`src/rtl/pipeline_ctrl.sv`:
```
// pipeline_ctrl: hazard, flush and memory-wait sequencing for a 5-stage pipeline
module pipeline_ctrl #(
    parameter int INIT_CYCLES = 5,
    parameter int MEM_TIMEOUT = 255,
    parameter bit FORWARD_EN  = 1'b1,
    parameter bit ZERO_REG    = 1'b1
) (
    input  logic        clk,
    input  logic        rst_n,
    input  logic [5:0]  id_rs_i,
    input  logic [5:0]  id_rt_i,
    input  logic        id_uses_rs_i,
    input  logic        id_uses_rt_i,
    input  logic [5:0]  ex_rd_i,
    input  logic        ex_RegWrite_i,
    input  logic        ex_MemRead_i,
    input  logic [5:0]  mem_rd_i,
    input  logic        mem_RegWrite_i,
    input  logic        mem_req_i,
    input  logic        mem_ready_i,
    input  logic        branch_taken_i,
    output logic        pc_en_o,
    output logic        pc_sel_target_o,
    output logic        ifid_en_o,
    output logic        idex_en_o,
    output logic        exmem_en_o,
    output logic        memwb_en_o,
    output logic        ifid_flush_o,
    output logic        idex_flush_o,
    output logic        exmem_flush_o,
    output logic        memwb_flush_o,
    output logic        busy_o,
    output logic [15:0] stall_cycles_o,
    output logic        mem_err_o
);
    typedef enum logic [1:0] {INIT, RUN, MEM_WAIT} state_e;

    state_e      state_q, state_d;
    logic [3:0]  init_cnt_q, init_cnt_d;
    logic [15:0] wait_cnt_q, wait_cnt_d;
    logic [15:0] stall_q, stall_d;
    logic        mem_err_q, mem_err_d;
    logic        ex_hit, mem_hit, hazard, wait_now;

    assign ex_hit  = ((id_uses_rs_i && id_rs_i == ex_rd_i) || (id_uses_rt_i && id_rt_i == ex_rd_i))
                     && !(ZERO_REG && ex_rd_i == 6'd0);
    assign mem_hit = ((id_uses_rs_i && id_rs_i == mem_rd_i) || (id_uses_rt_i && id_rt_i == mem_rd_i))
                     && !(ZERO_REG && mem_rd_i == 6'd0);
    assign hazard  = (ex_MemRead_i && ex_RegWrite_i && ex_hit)
                     || (!FORWARD_EN && ((ex_RegWrite_i && ex_hit) || (mem_RegWrite_i && mem_hit)));
    // Once in MEM_WAIT the access is already outstanding, so only mem_ready matters
    assign wait_now = (state_q == MEM_WAIT) ? !mem_ready_i : (mem_req_i && !mem_ready_i);

    assign stall_cycles_o = stall_q;
    assign mem_err_o      = mem_err_q;

    // Per-cycle strobes by priority (wait > branch > hazard > advance) and next-state
    always_comb begin
        pc_en_o         = 1'b1;
        pc_sel_target_o = 1'b0;
        ifid_en_o       = 1'b1;
        idex_en_o       = 1'b1;
        exmem_en_o      = 1'b1;
        memwb_en_o      = 1'b1;
        ifid_flush_o    = 1'b0;
        idex_flush_o    = 1'b0;
        exmem_flush_o   = 1'b0;
        memwb_flush_o   = 1'b0;
        busy_o          = state_q != RUN;
        state_d         = state_q;
        init_cnt_d      = init_cnt_q;
        wait_cnt_d      = wait_cnt_q;
        stall_d         = stall_q;
        mem_err_d       = mem_err_q;
        if (state_q == INIT) begin
            pc_en_o       = 1'b0;
            ifid_flush_o  = 1'b1;
            idex_flush_o  = 1'b1;
            exmem_flush_o = 1'b1;
            memwb_flush_o = 1'b1;
            init_cnt_d    = init_cnt_q - 4'd1;
            state_d       = (init_cnt_q == 4'd0) ? RUN : INIT;
        end else begin
            if (wait_now) begin
                pc_en_o       = 1'b0;
                ifid_en_o     = 1'b0;
                idex_en_o     = 1'b0;
                exmem_en_o    = 1'b0;
                memwb_flush_o = 1'b1;
                state_d       = MEM_WAIT;
                wait_cnt_d    = (state_q != MEM_WAIT) ? 16'd1
                              : (wait_cnt_q == 16'hFFFF) ? wait_cnt_q : wait_cnt_q + 16'd1;
                mem_err_d     = mem_err_q || (wait_cnt_d >= 16'(MEM_TIMEOUT));
            end else begin
                state_d    = RUN;
                wait_cnt_d = 16'd0;
                if (branch_taken_i) begin
                    pc_sel_target_o = 1'b1;
                    ifid_flush_o    = 1'b1;
                    idex_flush_o    = 1'b1;
                    exmem_flush_o   = 1'b1;
                end else if (hazard) begin
                    pc_en_o      = 1'b0;
                    ifid_en_o    = 1'b0;
                    idex_flush_o = 1'b1;
                end
            end
            stall_d = (!pc_en_o && stall_q != 16'hFFFF) ? stall_q + 16'd1 : stall_q;
        end
    end

    // State and debug registers with synchronous active-low reset
    always_ff @(posedge clk) begin
        if (!rst_n) begin
            state_q    <= INIT;
            init_cnt_q <= 4'(INIT_CYCLES - 1);
            wait_cnt_q <= 16'd0;
            stall_q    <= 16'd0;
            mem_err_q  <= 1'b0;
        end else begin
            state_q    <= state_d;
            init_cnt_q <= init_cnt_d;
            wait_cnt_q <= wait_cnt_d;
            stall_q    <= stall_d;
            mem_err_q  <= mem_err_d;
        end
    end
endmodule

```
`config.mk`:
```
export PLATFORM = sky130hd
export DESIGN_NAME = pipeline_ctrl
export DESIGN_NICKNAME = d
export VERILOG_FILES = /design/src/rtl/pipeline_ctrl.sv
export SDC_FILE = /design/constraint.sdc
export NUM_CORES = 1
export LEC_CHECK = 0
export BUFFER_PORTS_ARGS = -buffer_cell sky130_fd_sc_hd__buf_2
export CORE_UTILIZATION = 45
export DETAILED_ROUTE_END_ITERATION = 6
export GPL_TIMING_DRIVEN = 0
export PLACE_DENSITY = 0.72
export REMOVE_ABC_BUFFERS = 1
export SYNTH_ARGS = -nofsm -noshare
export SYNTH_HDL_FRONTEND = slang
export SYNTH_SLANG_ARGS = --single-unit
```
`constraint.sdc`:
```
create_clock -name clk -period 2.3 [get_ports clk]
set_clock_uncertainty 0.2 [all_clocks]
set_input_delay 0.23 -clock clk [delete_from_list [all_inputs] [get_ports clk]]
set_output_delay 0.23 -clock clk [all_outputs]
set_load 0.005 [all_outputs]
```
==> results_dict.tcl, run 1 <==
set metrics [dict create \
    fin_nets 389 \
    powerDensity_nw_per_um2 573 \
    via_count 2376 \
    dp_slack_ns -0.274 \
    post-route-min-period_ns 2.26 \
    async_flop_share_pct 0 \
    routed_wirelength_mm 5.68 \
    dp.cells 407 \
    tightest_slew_ns 0.791 \
    seqPwrFrac_pct 45.4 \
    synth.distinct_cells 59 \
    dp_hpwl_mm 4.03 \
    syn_avg_cell_area_um2 8.00 \
    synth_fa_ha_area_share_pct 1.56 \
    min_path_type "in -> reg" \
    syn_inst 300 \
    grt.total_usage_pct 21.3 \
    die_h_um 75.0 \
    synth.top_cells.by_count "39 x dfxtp_1, 30 x nor2_1, 29 x nand2_1" \
    viasPerCell 5.62 \
    synthFlopType "dfxtp_1" \
    switching_power_mw 0.454 \
    hold_ws_ns 0.0366 \
    final-hold-violation-count 0 \
    core_area_um2 5110 \
    cts_buffers 5 \
    drive_above_1_share_pct 27.2 \
    io-pin-count 62 \
    worstPathArrival_ns 2.24 \
    cts_tree "done" \
    status "completed" \
    startpoint_type "flip-flop" \
    setup_tns_ns 0 \
    drv_slew 0 \
    internal_power_mw 1.21 \
    utilization_pct 56.8 \
    clkPwrFrac_pct 36.3 \
    port-buffer-count 53 \
    grt_setup_unrepaired "true" \
    postLayoutCellArea_um2 2900 \
    cts_root_buffer "clkbuf_8" \
    multi_input_area_um2 1520 \
    dieArea_um2 5630 \
    cts.htree.levels 2 \
    clockBufferDepth 2 \
    layout.cells.non_filler 423 \
    max_slew_margin_pct 47.1 \
    grt.overflow.total 0 \
    crit_type "reg -> reg" \
    synth_area_um2 2400 \
    swShare_pct 27.4 \
    cts_sinks 39 \
    yosysWarnings 0 \
    wl_per_cell_um 13.4 \
    place_area_um2 2660 \
    design_power_total_mw 1.66 \
    grt_max_degree 22 \
    row_count 26 \
    antenna_found_initial 0 \
    peakVddDrop_v 0.000342 \
    timing.fmax_mhz 442 \
    antennaDiodeCount 0 \
    final-setup-viol-count 0 \
    register_area_um2 793 \
    layout_setup_ws_ns 0.0356 \
    final.fill_count 488 \
    use_met1_pct 25.1 \
    seq_area_frac_synth_pct 32.6 \
    critPathCaptureType "flip-flop" \
    ys_top_cells_by_area "dfxtp_1 33%, xnor2_1 7.3%, nor2_1 4.7%" \
    synth_top_area_share_pct 32.6 \
    die_w_um 75.0 \
    firstDrtPassIters 4 \
    synth_most_common_cell "dfxtp_1" \
    synth_xor_area_share_pct 10.6 \
    grt_pass1_wl_mm 9.13 \
    synth_seq_cells 39 \
    place.gp.congestion 0.847 \
    worstSkewPairLatency_ns 0.30 \
    cp_data_required_time_ns 2.28 \
    grtUsageMet3_pct 4.82 \
    gr-max-usage-layer "met2" \
    pwr-share-comb_pct 18.3 \
    synth_compound_area_share_pct 18.1 \
    drtAntennaViolNets 0 \
    yosys.area.top_type "dfxtp_1" \
    p_leak_nw 1.11 \
    drc 0 \
    synth-simple-area-share_pct 30.5 \
    syn2layout_area_growth_pct 20.9 \
    synth_top_family_by_area "simple AND/OR/NAND/NOR gates" \
    grtUsageMet2_pct 37.4 \
    finalCritPeriodShare_pct 98.5 \
    clk_pin_slew_ns 0.08 \
    muxShareOfSynthArea_pct 0.835 \
    synth_edf_count 0 \
    initial_core_util_pct 47.0 \
    drt_iter0_markers 154 \
    cap_violations 0 \
    cp_max_fo 7 \
    grt_pass1_vias 2065 \
]
-- power by group through the flow --
stage	Sequential, mW	Clock [mW]	Combinational, mW
after floorplan	0.760	0	0.193
final	0.753	0.603	0.304
after detailed placement	0.767	0	0.294
after global placement	0.767	0	0.284
after CTS	0.751	0.615	0.300
after global routing	0.759	0.639	0.337
-- logic make-up after synthesis --
logic type / after synthesis
other: 1
AND/OR/NAND/NOR: 129
flip-flops: 39
multiplexers: 2
buffers and inverters: 29
AO/OA/AOI/OAI: 68
XOR/XNOR: 29
adder cells (fa/ha/maj): 3
-- state kept, by name, indices dropped and copies added, names as in the netlist --
| name | flops |
|---|---|
| stall_cycles_o | 16 |
| wait_cnt_q | 16 |
| init_cnt_q | 4 |
| state_q | 2 |
| mem_err_o | 1 |
-- placed cells by master, fill, tap and decap left out, types with 3 or more instances in the layout --
cell | Yosys | routed
a31oi_1 | 4 | 4
o31ai_1 | 4 | 4
a21oi_1 | 19 | 19
nand4_1 | 14 | 14
o21ai_0 | 16 | 16
buf_4 | 3 | 6
or3_1 | 7 | 7
o41ai_1 | 3 | 3
buf_2 | 6 | 53
inv_1 | 13 | 13
nor3_1 | 4 | 4
nand3_1 | 14 | 14
xor2_1 | 9 | 9
or4_1 | 3 | 3
clkbuf_8 | 0 | 6
nand2_1 | 29 | 28
dfxtp_1 | 39 | 31
xnor2_1 | 20 | 20
o22ai_1 | 3 | 3
nor2_1 | 30 | 29
and3_1 | 4 | 4
dfxtp_2 | 0 | 7
-- final timing paths --
check	cells after the start	start	to	slack [ns]
hold / removal	3	rst_n	mem_err_o$_SDFFE_PN0P_	0.04
setup reg to reg	6	wait_cnt_q[5]$_SDFFE_PN0N_	mem_err_o$_SDFFE_PN0P_	0.04
setup / recovery	6	wait_cnt_q[5]$_SDFFE_PN0N_	mem_err_o$_SDFFE_PN0P_	0.04
hold reg to reg	2	stall_cycles_o[15]$_SDFFE_PN0P_	stall_cycles_o[15]$_SDFFE_PN0P_	0.31
-- cell type report --
| class | count | area share, % |
|---|---|---|
| clock buffers | 6 | 2.85 |
| flip-flops and latches | 39 | 27.4 |
| clock inverters | 2 | 1.21 |
| repair buffers | 61 | 11.4 |
| well taps | 70 | 3.02 |
| multi-input cells | 232 | 52.5 |
| inverters | 13 | 1.68 |
-- routing by layer --
layer / vias to the layer above / part of all wire (%)
met5: - / 0
met4: 0 / 1.9
met3: 11 / 5.8
met2: 70 / 49
met1: 1111 / 43
li1: 1184 / -
-- critical path, stage by stage (launching register included) --
cell and delay, ns:
dfxtp_2 0.41, nand4_1 0.17, or2_4 0.30, or4_4 0.53, xnor2_1 0.15, nor4_1 0.26, o21ai_0 0.12
-- what timing repair did --
action | 4_1_cts | 5_1_grt
cloned | 0 | 0
gates resized for setup | 8 | 11
endpoints found under the hold margin | 2 | 0
setup endpoints to repair | 8 | 8
hold buffers | 2 | 0
pin swaps | 1 | 2
setup buffers | 4 | 2
Power figures use the tool's default switching activity.
==> inputs of run 2 (changes only) <==
==> constraint.sdc (replaced) <==
create_clock -name clk -period 2.3 [get_ports clk]
set_clock_uncertainty 0.2 [all_clocks]
set_input_delay 0.345 -clock clk [delete_from_list [all_inputs] [get_ports clk]]
set_output_delay 0.345 -clock clk [all_outputs]
set_load 0.005 [all_outputs]
==> run 2 against run 1 <==
Compared with the run above:
- sequential share of layout area decreased by 0.22 points
- worst setup slack got worse by 0.013 ns
- register-to-register slack about the same
- first-iteration DRC count decreased by 15%
- critical path type unchanged
- largest cell class unchanged
- largest power group unchanged
- highest routed layer unchanged
==> results_dict.tcl, run 2 (same netlist as run 1, synthesis figures left out) <==
set metrics [dict create \
    reg2reg_slack_ns 0.02 \
    fin_nets 390 \
    viasPerCell 5.57 \
    drtAntennaViolNets 0 \
    path_cells "nand4_1 > or2_4 > or4_4 > xnor2_1 > nor4_1 > o21ai_0" \
    grt_setup_unrepaired "true" \
    cpPeakStageDelay_ns 0.53 \
    dp.cells 407 \
    holdBufCountCts 0 \
    post-route-min-period_ns 2.28 \
    layout_setup_ws_ns 0.0221 \
    final_common_cell "buf_2" \
    clk_pin_slew_ns 0.09 \
    cts_tree "done" \
    max_slew_margin_pct 48.6 \
    crit_type "reg -> reg" \
    core_area_um2 5110 \
    layout.cells.non_filler 424 \
    hold_ws_ns 0.0509 \
    grt.total_usage_pct 21.0 \
    startpoint_type "flip-flop" \
    cts_buffers 5 \
    syn2layout_area_growth_pct 21.9 \
    drt_iter0_markers 131 \
    clockBufferDepth 2 \
    setup_tns_ns 0 \
    antenna_found_initial 0 \
    crit_slowest_cell "or4_4" \
    grt_pass1_vias 2075 \
    register_area_um2 793 \
    critPathBufInv 0 \
    final-setup-viol-count 0 \
    antennaDiodeCount 0 \
    cts_root_buffer "clkbuf_8" \
    postLayoutCellArea_um2 2920 \
    drc 0 \
    cp_max_fo 7 \
    utilization_pct 57.2 \
    die_h_um 75.0 \
    cap_violations 0 \
    final.fill_count 487 \
    grt.overflow.total 0 \
    final-hold-violation-count 0 \
    drv_slew 0 \
    drive_above_1_share_pct 28.2 \
    design_power_total_mw 1.67 \
    place.gp.congestion 0.847 \
    finalCritPeriodShare_pct 99.0 \
    final_cell_mix "51 x buf_2, 31 x dfxtp_1, 29 x nand2_1, 29 x nor2_1, 20 x xnor2_1" \
    wl_per_cell_um 13.6 \
    dp_slack_ns -0.274 \
    routed_wirelength_mm 5.78 \
    grt_pass1_wl_mm 9.03 \
    status "completed" \
    row_count 26 \
    die_w_um 75.0 \
    critPathCaptureType "flip-flop" \
    firstDrtPassIters 5 \
    dieArea_um2 5630 \
    cp_data_required_time_ns 2.27 \
    io-pin-count 62 \
    place_area_um2 2660 \
    powerDensity_nw_per_um2 573 \
    timing.fmax_mhz 439 \
    tightest_slew_ns 0.769 \
    via_count 2360 \
    port-buffer-count 53 \
    cts_sinks 39 \
    worstPathArrival_ns 2.25 \
    cts.htree.levels 2 \
    critPathTopFamily "simple AND/OR/NAND/NOR gates" \
    multi_input_area_um2 1530 \
    initial_core_util_pct 47.0 \
    dp_hpwl_mm 4.03 \
    grt_max_degree 22 \
    p_leak_nw 1.12 \
    peakVddDrop_v 0.000345 \
    worstSkewPairLatency_ns 0.30 \
    min_path_type "in -> reg" \
]
run 2: cell types whose count changed in the layout (fill, tap and decap cells not counted), moves of 2 or more:
| cell | before | now |
|---|---|---|
| buf_4 | 6 | 8 |
| buf_6 | 0 | 3 |
| dlygate4sd3_1 | 2 | 0 |
| buf_2 | 53 | 51 |
run 2: power by group:
part           switching (mW)  leakage (nW)  internal, mW  total [mW]
clock                   0.252        0.0612         0.351       0.603
combinational           0.171         0.741         0.148       0.319
sequential             0.0384         0.320         0.714       0.753
run 2: final timing paths:
| kind | cells past startpoint | end | startpoint |
|---|---|---|---|
| max | 6 | mem_err_o$_SDFFE_PN0P_ | wait_cnt_q[5]$_SDFFE_PN0N_ |
| min | 2 | state_q[1]$_SDFF_PP0_ | mem_ready_i |
| max reg2reg | 6 | mem_err_o$_SDFFE_PN0P_ | wait_cnt_q[5]$_SDFFE_PN0N_ |
| min reg2reg | 2 | mem_err_o$_SDFFE_PN0P_ | mem_err_o$_SDFFE_PN0P_ |
run 2: timing repair:
action | CTS | global route
gates resized for setup | 9 | 15
buffers inserted | 7 | 2
endpoints found under the setup margin | 8 | 9
pin swaps | 2 | 6
endpoints found under the hold margin | 0 | 0
run 2: cell type report:
class / instances / area share, %
clock inverter: 2 / 1.20
multi-input combinational: 232 / 52.2
timing repair buffer: 62 / 11.9
clock buffer: 6 / 2.83
inverter: 13 / 1.67
sequential: 39 / 27.1
tap: 70 / 3.00
run 2: routing by layer:
layer	up-vias	track usage, %	wire, um
met4	0	8.81	85
met2	66	37.4	2880
met1	1095	24.4	2530
met5	-	0	0
li1	1190	-	-
met3	9	4.55	280
==> inputs of run 3 (changes only) <==
Settings changed: BUFFER_PORTS_ARGS -buffer_cell sky130_fd_sc_hd__buf_2 to -buffer_cell sky130_fd_sc_hd__buf_4.
==> run 3 against run 2 <==
Compared with the run above:
- sequential share of layout area down 0.97 points
- critical path depth unchanged
- via count up 0.13%
- non-clock buffer count up 3
- final cell count up 0.24%
- global-route usage up 1.3 points
- clock power down 29%
- first-iteration DRC count down 22%
- maximum frequency up 0.37%
- largest cell class unchanged
==> results_dict.tcl, run 3 (same netlist as run 1, synthesis figures left out) <==
set metrics [dict create \
    grt_pass1_wl_mm 9.67 \
    drtAntennaViolNets 0 \
    core_area_um2 5110 \
    seqPwrFrac_pct 49.6 \
    wl_per_cell_um 13.9 \
    io-pin-count 62 \
    min_path_type "in -> reg" \
    final-hold-violation-count 0 \
    syn2layout_area_growth_pct 26.2 \
    die_w_um 75.0 \
    firstDrtPassIters 4 \
    cts_sinks 39 \
    crit_path_start "ex_rd_i[3]" \
    final_common_cell "buf_4" \
    cap_violations 0 \
    initial_core_util_pct 47.0 \
    r2r_end "mem_err_o$_SDFFE_PN0P_" \
    final_cell_mix "61 x buf_4, 32 x dfxtp_1, 29 x nand2_1, 29 x nor2_1, 20 x xnor2_1" \
    critPathCaptureType "primary output" \
    grt.total_usage_pct 22.4 \
    cp_max_fo 3 \
    grt.overflow.total 0 \
    place.gp.congestion 0.879 \
    grt_max_degree 22 \
    finalCritPeriodShare_pct 98.7 \
    swShare_pct 28.3 \
    peakVddDrop_v 0.000303 \
    worstSkewPairLatency_ns 0.29 \
    die_h_um 75.0 \
    dp_hpwl_mm 4.21 \
    reg2reg_from "wait_cnt_q[13]$_SDFFE_PN0N_" \
    clk_pin_slew_ns 0.08 \
    grt_setup_unrepaired "true" \
    cp_data_required_time_ns 1.75 \
    cts.htree.levels 2 \
    clockBufferDepth 2 \
    final.fill_count 471 \
    drive_above_1_share_pct 27.6 \
    viasPerCell 5.56 \
    multi_input_area_um2 1520 \
    ff2ff_path_depth 7 \
    cts_tree "done" \
    critPathCapture "ifid_en_o" \
    port-buffer-count 53 \
    reg2reg_slack_ns 0.08 \
    tightest_slew_ns 0.782 \
    design_power_total_mw 1.52 \
    cts_root_buffer "clkbuf_8" \
    drv_slew 0 \
    status "completed" \
    grt_pass1_vias 2184 \
    worstPathArrival_ns 1.72 \
    drc 0 \
    final-setup-viol-count 0 \
    utilization_pct 59.3 \
    crit_type "in -> out" \
    clkPwrFrac_pct 28.2 \
    routed_wirelength_mm 5.90 \
    switching_power_mw 0.429 \
    pwr-share-comb_pct 22.2 \
    register_area_um2 792 \
    fin_nets 393 \
    drt_iter0_markers 102 \
    post-route-min-period_ns 2.27 \
    antenna_found_initial 0 \
    via_count 2363 \
    timing.fmax_mhz 441 \
    p_leak_nw 1.14 \
    max_slew_margin_pct 47.7 \
    row_count 26 \
    powerDensity_nw_per_um2 502 \
    dieArea_um2 5630 \
    cts_buffers 5 \
    startpoint_type "input pin" \
    holdBufCountCts 0 \
    internal_power_mw 1.09 \
    antennaDiodeCount 0 \
]
==> run 3: per-stage QoR <==
| stage | setup slack (ns) | TNS, ns | cell area [um2] | instances | hold WS, ns |
|---|---|---|---|---|---|
| 2_1_floorplan | 0.109 | 0 | 2310 | 284 | 0.207 |
| 4_1_cts | 0.0181 | 0 | 2930 | 418 | 0.0683 |
| 3_5_place_dp | -0.295 | -3.33 | 2800 | 407 | 0.262 |
| 5_1_grt | -0.0601 | -0.0601 | 3030 | 425 | 0.0497 |
| 6_report | 0.0305 | 0 | 3030 | 425 | 0.0476 |
| 3_3_place_gp | -0.267 | -2.63 | 2800 | 407 | 0.258 |
==> run 3: timing repair <==
| item | CTS | global route |
|---|---|---|
| setup buffers | 5 | 7 |
| gates resized for setup | 8 | 14 |
| pin swaps | 2 | 6 |
| endpoints found under the setup margin | 8 | 13 |
==> run 3: final cells by class <==
class | count | area share, %
timing repair buffer | 65 | 16.6
inverter | 13 | 1.61
tap | 70 | 2.89
clock buffer | 6 | 2.40
multi-input combinational | 232 | 50.3
sequential | 39 | 26.2
==> run 3: routing by layer <==
metal / vias up / wire (um) / part of all wire [%] / track usage, %
met5: - / 0 / 0 / 0
met4: 0 / 167 / 2.8 / 9.01
met2: 67 / 3000 / 51 / 41.8
met1: 1093 / 2460 / 42 / 24.1
met3: 20 / 265 / 4.5 / 5.35
li1: 1183 / - / - / -
==> run 3: worst max-delay path, cell delays in order <==
cell,delay [ns]
buf_6,0.10
or4_1,0.52
o311a_1,0.38
a31o_4,0.25
inv_2,0.05
buf_6,0.08
==> run 3: worst min-delay path by stage <==
stage	from	endpoint	slack [ns]	cells past startpoint
after floorplan	rst_n	init_cnt_q[2]$_SDFFE_PN1P_	0.21	1
after global placement	mem_err_o$_SDFFE_PN0P_	mem_err_o$_SDFFE_PN0P_	0.26	2
after detailed placement	mem_err_o$_SDFFE_PN0P_	mem_err_o$_SDFFE_PN0P_	0.26	2
after CTS	rst_n	init_cnt_q[2]$_SDFFE_PN1P_	0.07	2
after global routing	mem_ready_i	state_q[1]$_SDFF_PP0_	0.05	2
final	mem_ready_i	state_q[1]$_SDFF_PP0_	0.05	2
==> run 3: power by group through the flow <==
| stage | clock network, mW | registers, mW | logic (mW) |
|---|---|---|---|
| 6_report | 0.429 | 0.752 | 0.337 |
| 5_1_grt | 0.467 | 0.758 | 0.376 |
| 3_5_place_dp | 0 | 0.767 | 0.326 |
| 3_3_place_gp | 0 | 0.767 | 0.316 |
| 4_1_cts | 0.441 | 0.752 | 0.332 |
| 2_1_floorplan | 0 | 0.760 | 0.193 |
